$ cat src/rtl/uart_pkg.sv
// ---------------------------------------------------------------------------
// uart_pkg
// Shared definitions for the UART receive path: receiver FSM state encoding,
// parity mode codes and oversampling constants.
// ---------------------------------------------------------------------------
package uart_pkg;

    typedef enum logic [2:0] {
        ST_IDLE   = 3'd0,
        ST_START  = 3'd1,
        ST_DATA   = 3'd2,
        ST_PARITY = 3'd3,
        ST_STOP   = 3'd4
    } rx_state_e;

    localparam logic [1:0] PARITY_NONE = 2'b00;
    localparam logic [1:0] PARITY_ODD  = 2'b01;
    localparam logic [1:0] PARITY_EVEN = 2'b10;

    localparam int OVERSAMPLE = 16;
    localparam int MID_SAMPLE = 8;

    // Mode 2'b11 is treated like PARITY_NONE: no parity bit on the wire.
    function automatic logic parity_enabled(input logic [1:0] mode);
        return (mode == PARITY_ODD) || (mode == PARITY_EVEN);
    endfunction

endpackage

$ cat src/rtl/sync_fifo.sv
// ---------------------------------------------------------------------------
// sync_fifo
// Single-clock first-word-fall-through FIFO. Head word is visible on
// rd_data_o whenever the FIFO is non-empty and reads as zero when empty.
// Push and pop in the same cycle are both honoured, including when full.
//
// Ports:
//   clk_in     in   clock
//   sys_rstn   in   async active-low reset, empties the FIFO
//   push_i     in   write wr_data_i (ignored when full unless popping)
//   wr_data_i  in   write data
//   pop_i      in   drop head word (ignored when empty)
//   rd_data_o  out  head word, 0 when empty
//   count_o    out  occupancy 0..DEPTH
//   full_o     out  count == DEPTH
//   empty_o    out  count == 0
// ---------------------------------------------------------------------------
module sync_fifo #(
    parameter  int DEPTH = 8,
    parameter  int WIDTH = 8,
    localparam int AW    = $clog2(DEPTH),
    localparam int CW    = AW + 1
) (
    input  logic             clk_in,
    input  logic             sys_rstn,
    input  logic             push_i,
    input  logic [WIDTH-1:0] wr_data_i,
    input  logic             pop_i,
    output logic [WIDTH-1:0] rd_data_o,
    output logic [CW-1:0]    count_o,
    output logic             full_o,
    output logic             empty_o
);

    logic [WIDTH-1:0] mem_q [DEPTH];
    logic [AW-1:0]    wr_ptr_q, wr_ptr_d;
    logic [AW-1:0]    rd_ptr_q, rd_ptr_d;
    logic [CW-1:0]    count_q, count_d;
    logic             do_push, do_pop;

    assign full_o  = (count_q == CW'(DEPTH));
    assign empty_o = (count_q == '0);

    assign do_pop  = pop_i & ~empty_o;
    // A pop in the same cycle frees the slot, so a full FIFO still accepts.
    assign do_push = push_i & (~full_o | do_pop);

    always_comb begin
        wr_ptr_d = wr_ptr_q;
        rd_ptr_d = rd_ptr_q;
        count_d  = count_q;
        if (do_push) begin
            wr_ptr_d = wr_ptr_q + AW'(1);
        end
        if (do_pop) begin
            rd_ptr_d = rd_ptr_q + AW'(1);
        end
        if (do_push && !do_pop) begin
            count_d = count_q + CW'(1);
        end else if (do_pop && !do_push) begin
            count_d = count_q - CW'(1);
        end
    end

    always_ff @(posedge clk_in or negedge sys_rstn) begin
        if (!sys_rstn) begin
            wr_ptr_q <= '0;
            rd_ptr_q <= '0;
            count_q  <= '0;
        end else begin
            wr_ptr_q <= wr_ptr_d;
            rd_ptr_q <= rd_ptr_d;
            count_q  <= count_d;
        end
    end

    always_ff @(posedge clk_in) begin
        if (do_push) begin
            mem_q[wr_ptr_q] <= wr_data_i;
        end
    end

    assign rd_data_o = empty_o ? '0 : mem_q[rd_ptr_q];
    assign count_o   = count_q;

endmodule

$ cat src/rtl/uart_rx_fifo.sv
// ---------------------------------------------------------------------------
// uart_rx_fifo
// 16x oversampling UART receiver with runtime baud divisor and parity mode,
// feeding a FWFT receive FIFO. Errors are sticky until err_clr; irq follows
// the FIFO fill level one cycle late.
//
// Ports:
//   clk_in       in   system clock
//   sys_rstn     in   async active-low reset
//   uart_rxd     in   asynchronous serial line, idles high
//   baud_div     in   tick period = baud_div+1 clocks, 16 ticks per bit
//   parity_mode  in   00/11 none, 01 odd, 10 even
//   rd_en        in   pop FIFO head
//   err_clr      in   clear sticky error flags
//   rd_data      out  FIFO head, 0 when empty
//   rd_valid     out  FIFO not empty
//   count        out  FIFO occupancy
//   frame_err    out  sticky, stop bit sampled low
//   parity_err   out  sticky, parity mismatch
//   overrun_err  out  sticky, byte arrived while FIFO full
//   irq          out  registered, count >= IRQ_LEVEL
//
// state     | meaning
// ----------+-----------------------------------------------------------
// ST_IDLE   | line idle, waiting for a synchronised falling edge
// ST_START  | qualifying the start bit at its mid-point
// ST_DATA   | sampling 8 data bits LSB first, one per 16 ticks
// ST_PARITY | sampling the parity bit and checking it against the data
// ST_STOP   | sampling the stop bit, then pushing or flagging the byte
// ---------------------------------------------------------------------------
module uart_rx_fifo
    import uart_pkg::*;
#(
    parameter  int DIV_WIDTH = 16,
    parameter  int DEPTH     = 8,
    parameter  int IRQ_LEVEL = 1,
    localparam int CW        = $clog2(DEPTH) + 1
) (
    input  logic                 clk_in,
    input  logic                 sys_rstn,
    input  logic                 uart_rxd,
    input  logic [DIV_WIDTH-1:0] baud_div,
    input  logic [1:0]           parity_mode,
    input  logic                 rd_en,
    input  logic                 err_clr,
    output logic [7:0]           rd_data,
    output logic                 rd_valid,
    output logic [CW-1:0]        count,
    output logic                 frame_err,
    output logic                 parity_err,
    output logic                 overrun_err,
    output logic                 irq
);

    localparam logic [3:0] OS_MID  = 4'(MID_SAMPLE - 1);
    localparam logic [3:0] OS_LAST = 4'(OVERSAMPLE - 1);

    logic                 sync1_q, sync2_q, hist_q;
    logic                 rx_s;
    logic                 start_edge;

    logic [DIV_WIDTH-1:0] tick_cnt_q;
    logic [DIV_WIDTH-1:0] baud_div_q;
    logic                 tick;

    rx_state_e            state_q;
    logic [3:0]           os_cnt_q;
    logic [2:0]           bit_idx_q;
    logic [7:0]           shift_q;
    logic                 bad_q;
    logic [1:0]           par_q;
    logic                 frame_err_q, parity_err_q, overrun_err_q;
    logic                 irq_q;

    logic                 stop_sample;
    logic                 frame_set, parity_set, overrun_set, push;
    logic                 fifo_full, fifo_empty;
    logic [CW-1:0]        fifo_count;

    // Input synchroniser plus history flop for falling-edge detection.
    always_ff @(posedge clk_in or negedge sys_rstn) begin
        if (!sys_rstn) begin
            sync1_q <= 1'b1;
            sync2_q <= 1'b1;
            hist_q  <= 1'b1;
        end else begin
            sync1_q <= uart_rxd;
            sync2_q <= sync1_q;
            hist_q  <= sync2_q;
        end
    end

    assign rx_s       = sync2_q;
    assign start_edge = (state_q == ST_IDLE) && hist_q && !rx_s;

    // Oversample tick generator; restarted on the start edge so that the
    // tick phase is aligned to the start bit.
    assign tick = (tick_cnt_q == baud_div_q);

    always_ff @(posedge clk_in or negedge sys_rstn) begin
        if (!sys_rstn) begin
            tick_cnt_q <= '0;
        end else if (start_edge || tick) begin
            tick_cnt_q <= '0;
        end else begin
            tick_cnt_q <= tick_cnt_q + DIV_WIDTH'(1);
        end
    end

    // Stop-bit outcome, in priority order: framing, parity, overrun, push.
    assign stop_sample = (state_q == ST_STOP) && tick && (os_cnt_q == OS_LAST);
    assign frame_set   = stop_sample && !rx_s;
    assign parity_set  = stop_sample && rx_s && bad_q;
    assign overrun_set = stop_sample && rx_s && !bad_q && fifo_full && !rd_en;
    assign push        = stop_sample && rx_s && !bad_q && (!fifo_full || rd_en);

    always_ff @(posedge clk_in or negedge sys_rstn) begin
        if (!sys_rstn) begin
            state_q       <= ST_IDLE;
            os_cnt_q      <= '0;
            bit_idx_q     <= '0;
            shift_q       <= '0;
            bad_q         <= 1'b0;
            baud_div_q    <= '0;
            par_q         <= PARITY_NONE;
            frame_err_q   <= 1'b0;
            parity_err_q  <= 1'b0;
            overrun_err_q <= 1'b0;
        end else begin
            if (err_clr) begin
                frame_err_q   <= 1'b0;
                parity_err_q  <= 1'b0;
                overrun_err_q <= 1'b0;
            end
            // Later assignment wins: a new error beats a same-cycle clear.
            if (frame_set)   frame_err_q   <= 1'b1;
            if (parity_set)  parity_err_q  <= 1'b1;
            if (overrun_set) overrun_err_q <= 1'b1;

            case (state_q)
                ST_IDLE: begin
                    if (start_edge) begin
                        state_q    <= ST_START;
                        os_cnt_q   <= '0;
                        bad_q      <= 1'b0;
                        baud_div_q <= baud_div;
                        par_q      <= parity_mode;
                    end
                end
                ST_START: begin
                    if (tick) begin
                        if (os_cnt_q == OS_MID) begin
                            os_cnt_q <= '0;
                            if (rx_s) begin
                                state_q <= ST_IDLE;
                            end else begin
                                state_q   <= ST_DATA;
                                bit_idx_q <= '0;
                            end
                        end else begin
                            os_cnt_q <= os_cnt_q + 4'd1;
                        end
                    end
                end
                ST_DATA: begin
                    if (tick) begin
                        os_cnt_q <= os_cnt_q + 4'd1;
                        if (os_cnt_q == OS_LAST) begin
                            shift_q   <= {rx_s, shift_q[7:1]};
                            bit_idx_q <= bit_idx_q + 3'd1;
                            if (bit_idx_q == 3'd7) begin
                                state_q <= parity_enabled(par_q) ? ST_PARITY : ST_STOP;
                            end
                        end
                    end
                end
                ST_PARITY: begin
                    if (tick) begin
                        os_cnt_q <= os_cnt_q + 4'd1;
                        if (os_cnt_q == OS_LAST) begin
                            // Odd wants total XOR = 1, even wants 0.
                            bad_q   <= (^shift_q) ^ rx_s ^ (par_q == PARITY_ODD);
                            state_q <= ST_STOP;
                        end
                    end
                end
                ST_STOP: begin
                    if (tick) begin
                        os_cnt_q <= os_cnt_q + 4'd1;
                        // Leave at mid-stop so a back-to-back start edge is seen.
                        if (os_cnt_q == OS_LAST) begin
                            state_q <= ST_IDLE;
                        end
                    end
                end
                default: begin
                    state_q <= ST_IDLE;
                end
            endcase
        end
    end

    sync_fifo #(
        .DEPTH (DEPTH),
        .WIDTH (8)
    ) u_fifo (
        .clk_in    (clk_in),
        .sys_rstn  (sys_rstn),
        .push_i    (push),
        .wr_data_i (shift_q),
        .pop_i     (rd_en),
        .rd_data_o (rd_data),
        .count_o   (fifo_count),
        .full_o    (fifo_full),
        .empty_o   (fifo_empty)
    );

    always_ff @(posedge clk_in or negedge sys_rstn) begin
        if (!sys_rstn) begin
            irq_q <= 1'b0;
        end else begin
            irq_q <= (fifo_count >= CW'(IRQ_LEVEL));
        end
    end

    assign rd_valid    = !fifo_empty;
    assign count       = fifo_count;
    assign frame_err   = frame_err_q;
    assign parity_err  = parity_err_q;
    assign overrun_err = overrun_err_q;
    assign irq         = irq_q;

endmodule

$ cat config.mk
export PLATFORM = sky130hd
export DESIGN_NAME = uart_rx_fifo
export DESIGN_NICKNAME = d
export VERILOG_FILES = /design/src/rtl/uart_pkg.sv /design/src/rtl/sync_fifo.sv /design/src/rtl/uart_rx_fifo.sv
export SDC_FILE = /design/constraint.sdc
export NUM_CORES = 1
export LEC_CHECK = 0
export BUFFER_PORTS_ARGS = -buffer_cell sky130_fd_sc_hd__buf_2
export CAP_MARGIN = 20
export CORE_ASPECT_RATIO = 1.25
export CORE_MARGIN = 1
export CORE_UTILIZATION = 50
export CTS_CLUSTER_DIAMETER = 120
export DETAILED_ROUTE_END_ITERATION = 16
export PLACE_DENSITY = 0.68
export SLEW_MARGIN = 20
export SYNTH_ARGS = -nofsm -noshare
export SYNTH_HDL_FRONTEND = slang
export SYNTH_HIERARCHICAL = 1
export SYNTH_SLANG_ARGS = --single-unit
$ cat constraint.sdc
create_clock -name clk_in -period 5.9 [get_ports clk_in]
set_input_delay 1.475 -clock clk_in [delete_from_list [all_inputs] [get_ports clk_in]]
set_output_delay 1.475 -clock clk_in [all_outputs]
set_load 0.03 [all_outputs]
==> metrics.cfg <==
[status]
status=complete, no violations

[pwr]
ir_drop_v=0.000288
leakage_nw=2.98
power_density_nw_per_um2=459

[timing]
worst_slew_pin_slew_ns=0.869
fmax_mhz=240
fin_tns_setup_ns=0
fin_crit_ns=4.17
rsz0062_at_grt=false
period_share=0.707
max-slew-margin-rel=0.419
clock-skew-final_ns=0.0126
hold_slack_ns=0.354
setup_viol=0
finalHoldViolCount=0
drv_slew=0

[synthesis]
synth_nets=483
synthTopCellsByArea=edfxtp_1 (31%), dfrtp_1 (27%), mux4_2 (5.8%)
ys_types=59
synth_top_area_cell=edfxtp_1
synth_edf_count=64
syn_avg_cell_area_um2=13.7
muxShareOfSynthArea=0.120
synthCells=449
syn_area_um2=6170
ys_warn_count=6
synth_top_family_by_area=multiplexers
synth-xor-area-share=0.0661
ys_ff_latch=134
synthAdderAreaFrac=0.0235
synth_top_area_frac=0.311
synth_flop_cell=dfrtp_1
synthArstFlopShare=0.522
ys_seq_area_frac=0.596
yosysMostFrequentCell=dfrtp_1
synth_commonest_cells=dfrtp_1 (67), edfxtp_1 (64), nor2_1 (32), mux2_2 (29), xor2_1 (26)
yosys.area_share.simple=0.101
synth_compound_area_frac=0.0634

[drt]
first_pass_iters=4
vias=3735
drc=0
vias_per_cell=5.59
drtIter0Drc=151
wl_per_cell_um=16.5
wl_um=11100
antenna_left=0

[setup_path]
cp-start-kind=flip-flop
cp.arrival_ns=4.45
cp_num_buf_inv=2
rrSetupSlack_ns=1.73
worst-path-max-fanout=12
cp.required_ns=6.18
critPathMaxStageDelay_ns=0.63
crit_path_cell_trace=xor2_1, nor4_1, and4_1, nand2_1, nor4_1, o21ai_4, inv_1, ha_1, inv_1, ha_1, or4_1, o211ai_1, o211ai_1
cp-end-kind=flip-flop
path_delay_family=simple AND/OR/NAND/NOR gates
crit_slowest_cell=nor4_1
critPathKind=flip-flop to flip-flop

[clock_tree]
holdBufCountCts=0
clk_pin_slew_ns=0.06
cts_made_buffers=17
post_cts_resize_count=0
cts_tree=yes
post_cts_buffers=0
clk_latency_ns=0.41
cts_sinks=134
htreeDepth=4
clock-root-buffer=clkbuf_16
cts_buffer_depth=2

[floorplan]
die_height_um=126
die_x_um=101
coreArea_um2=12100
num_io_pins=40
die-area_um2=12800
start_util=0.510
rows=45

[layout]
drive_gt1_frac=0.266
finish.utilization=0.590
nets=526
area_delta_synth_final_pct=15.7
diodes=0
design_area_um2=7140

[grt]
first_global_vias=3806
grt_overflow=0
grt_first_pass_wirelength_um=18600
antenna_found_initial=0
grt_max_degree=71
track_usage=0.193

[worst_hold_path]
hold_class=flip-flop to flip-flop

[placement]
gp_congestion=0.808
dp_hpwl_um=7560
dpl_cell_area_um2=6490
port_buffers=39

[job]
drv_cap=0

-- flip-flops by register name, indices dropped and copies added (netlist names), 2 cells and up --
signal / count
u_fifo/mem_q: 64
baud_div_q: 16
tick_cnt_q: 16
shift_q: 8
os_cnt_q: 4
u_fifo/count_o: 4
bit_idx_q: 3
state_q: 3
u_fifo/rd_ptr_q: 3
u_fifo/wr_ptr_q: 3
par_q: 2
-- worst paths after layout --
check | startpoint | to | depth (start not counted)
hold reg to reg | sync1_q | rx_s | 0
setup / recovery | tick_cnt_q[2] | u_fifo/count_o[3] | 13
min in group asynchronous | sys_rstn | baud_div_q[15] | 2
max in group asynchronous | sys_rstn | u_fifo/rd_ptr_q[0] | 2
setup reg to reg | tick_cnt_q[2] | u_fifo/count_o[3] | 13
hold / removal | sync1_q | rx_s | 0
-- report_power, final --
| part | total (W) | switching (W) | internal [W] | leakage, nW |
|---|---|---|---|---|
| registers | 0.00130 | 0.000203 | 0.00110 | 1.56 |
| clock network | 0.00115 | 0.000395 | 0.000752 | 0.310 |
| logic | 0.000834 | 0.000430 | 0.000405 | 1.11 |
-- worst register-to-register path, stage by stage (launching register included) --
cell      delay, ns
dfrtp_1        0.43
xor2_1         0.19
nor4_1         0.36
and4_1         0.52
nand2_1        0.16
nor4_1         0.63
o21ai_4        0.19
inv_1          0.10
ha_1           0.24
inv_1          0.13
ha_1           0.36
or4_1          0.49
o211ai_1       0.12
o211ai_1       0.11
-- per-stage QoR --
stage | setup slack [ns] | instances | total power (W)
floorplan | 2.16 | 449 | 0.00197
global placement | 1.81 | 636 | 0.00213
detailed placement | 1.65 | 637 | 0.00216
CTS | 1.72 | 668 | 0.00332
global route | 1.36 | 668 | 0.00345
finish | 1.73 | 668 | 0.00328
-- layout by cell type, fill, tap and decap left out, drive strengths merged, types with 2 or more instances in the layout --
cell type,instances
o21ai,9
nand2b,4
nor2b,3
or2,2
clkinv,4
nand3b,2
a31oi,3
a32oi,2
dfstp,3
nor3,12
nand2,20
a22o,9
buf,44
a32o,4
ha,10
clkbuf,17
dfrtp,67
a21oi,8
and3,7
mux2,30
xnor2,18
o221ai,2
inv,20
mux4,16
or3,2
nor4,9
nand3,17
bufinv,5
or4,3
nor2,32
edfxtp,64
clkinvlp,2
xor2,26
o211ai,6
nand4,3
mux2i,4
-- kinds of logic after synthesis --
| group | Yosys count |
|---|---|
| flip-flops | 134 |
| AND/OR/NAND/NOR | 121 |
| AO/OA/AOI/OAI | 51 |
| multiplexers | 50 |
| XOR/XNOR | 45 |
| buffers and inverters | 37 |
| adder cells (fa/ha/maj) | 11 |
-- final cells by class --
class / instances / area [um2]
timing repair buffer: 44 / 230
inverter: 17 / 63.8
multi-input combinational: 278 / 2320
clock buffer: 17 / 425
clock inverter: 14 / 223
tap: 164 / 205
fill: 966 / 4960
sequential: 134 / 3680
-- layer usage --
layer,vias up,wire [um],GRT usage
met5,-,0,0
met4,0,143,0.0793
met3,15,428,0.0499
met2,85,5690,0.317
met1,1879,4780,0.241
li1,1756,-,-
(Power assumes the default switching activity.)
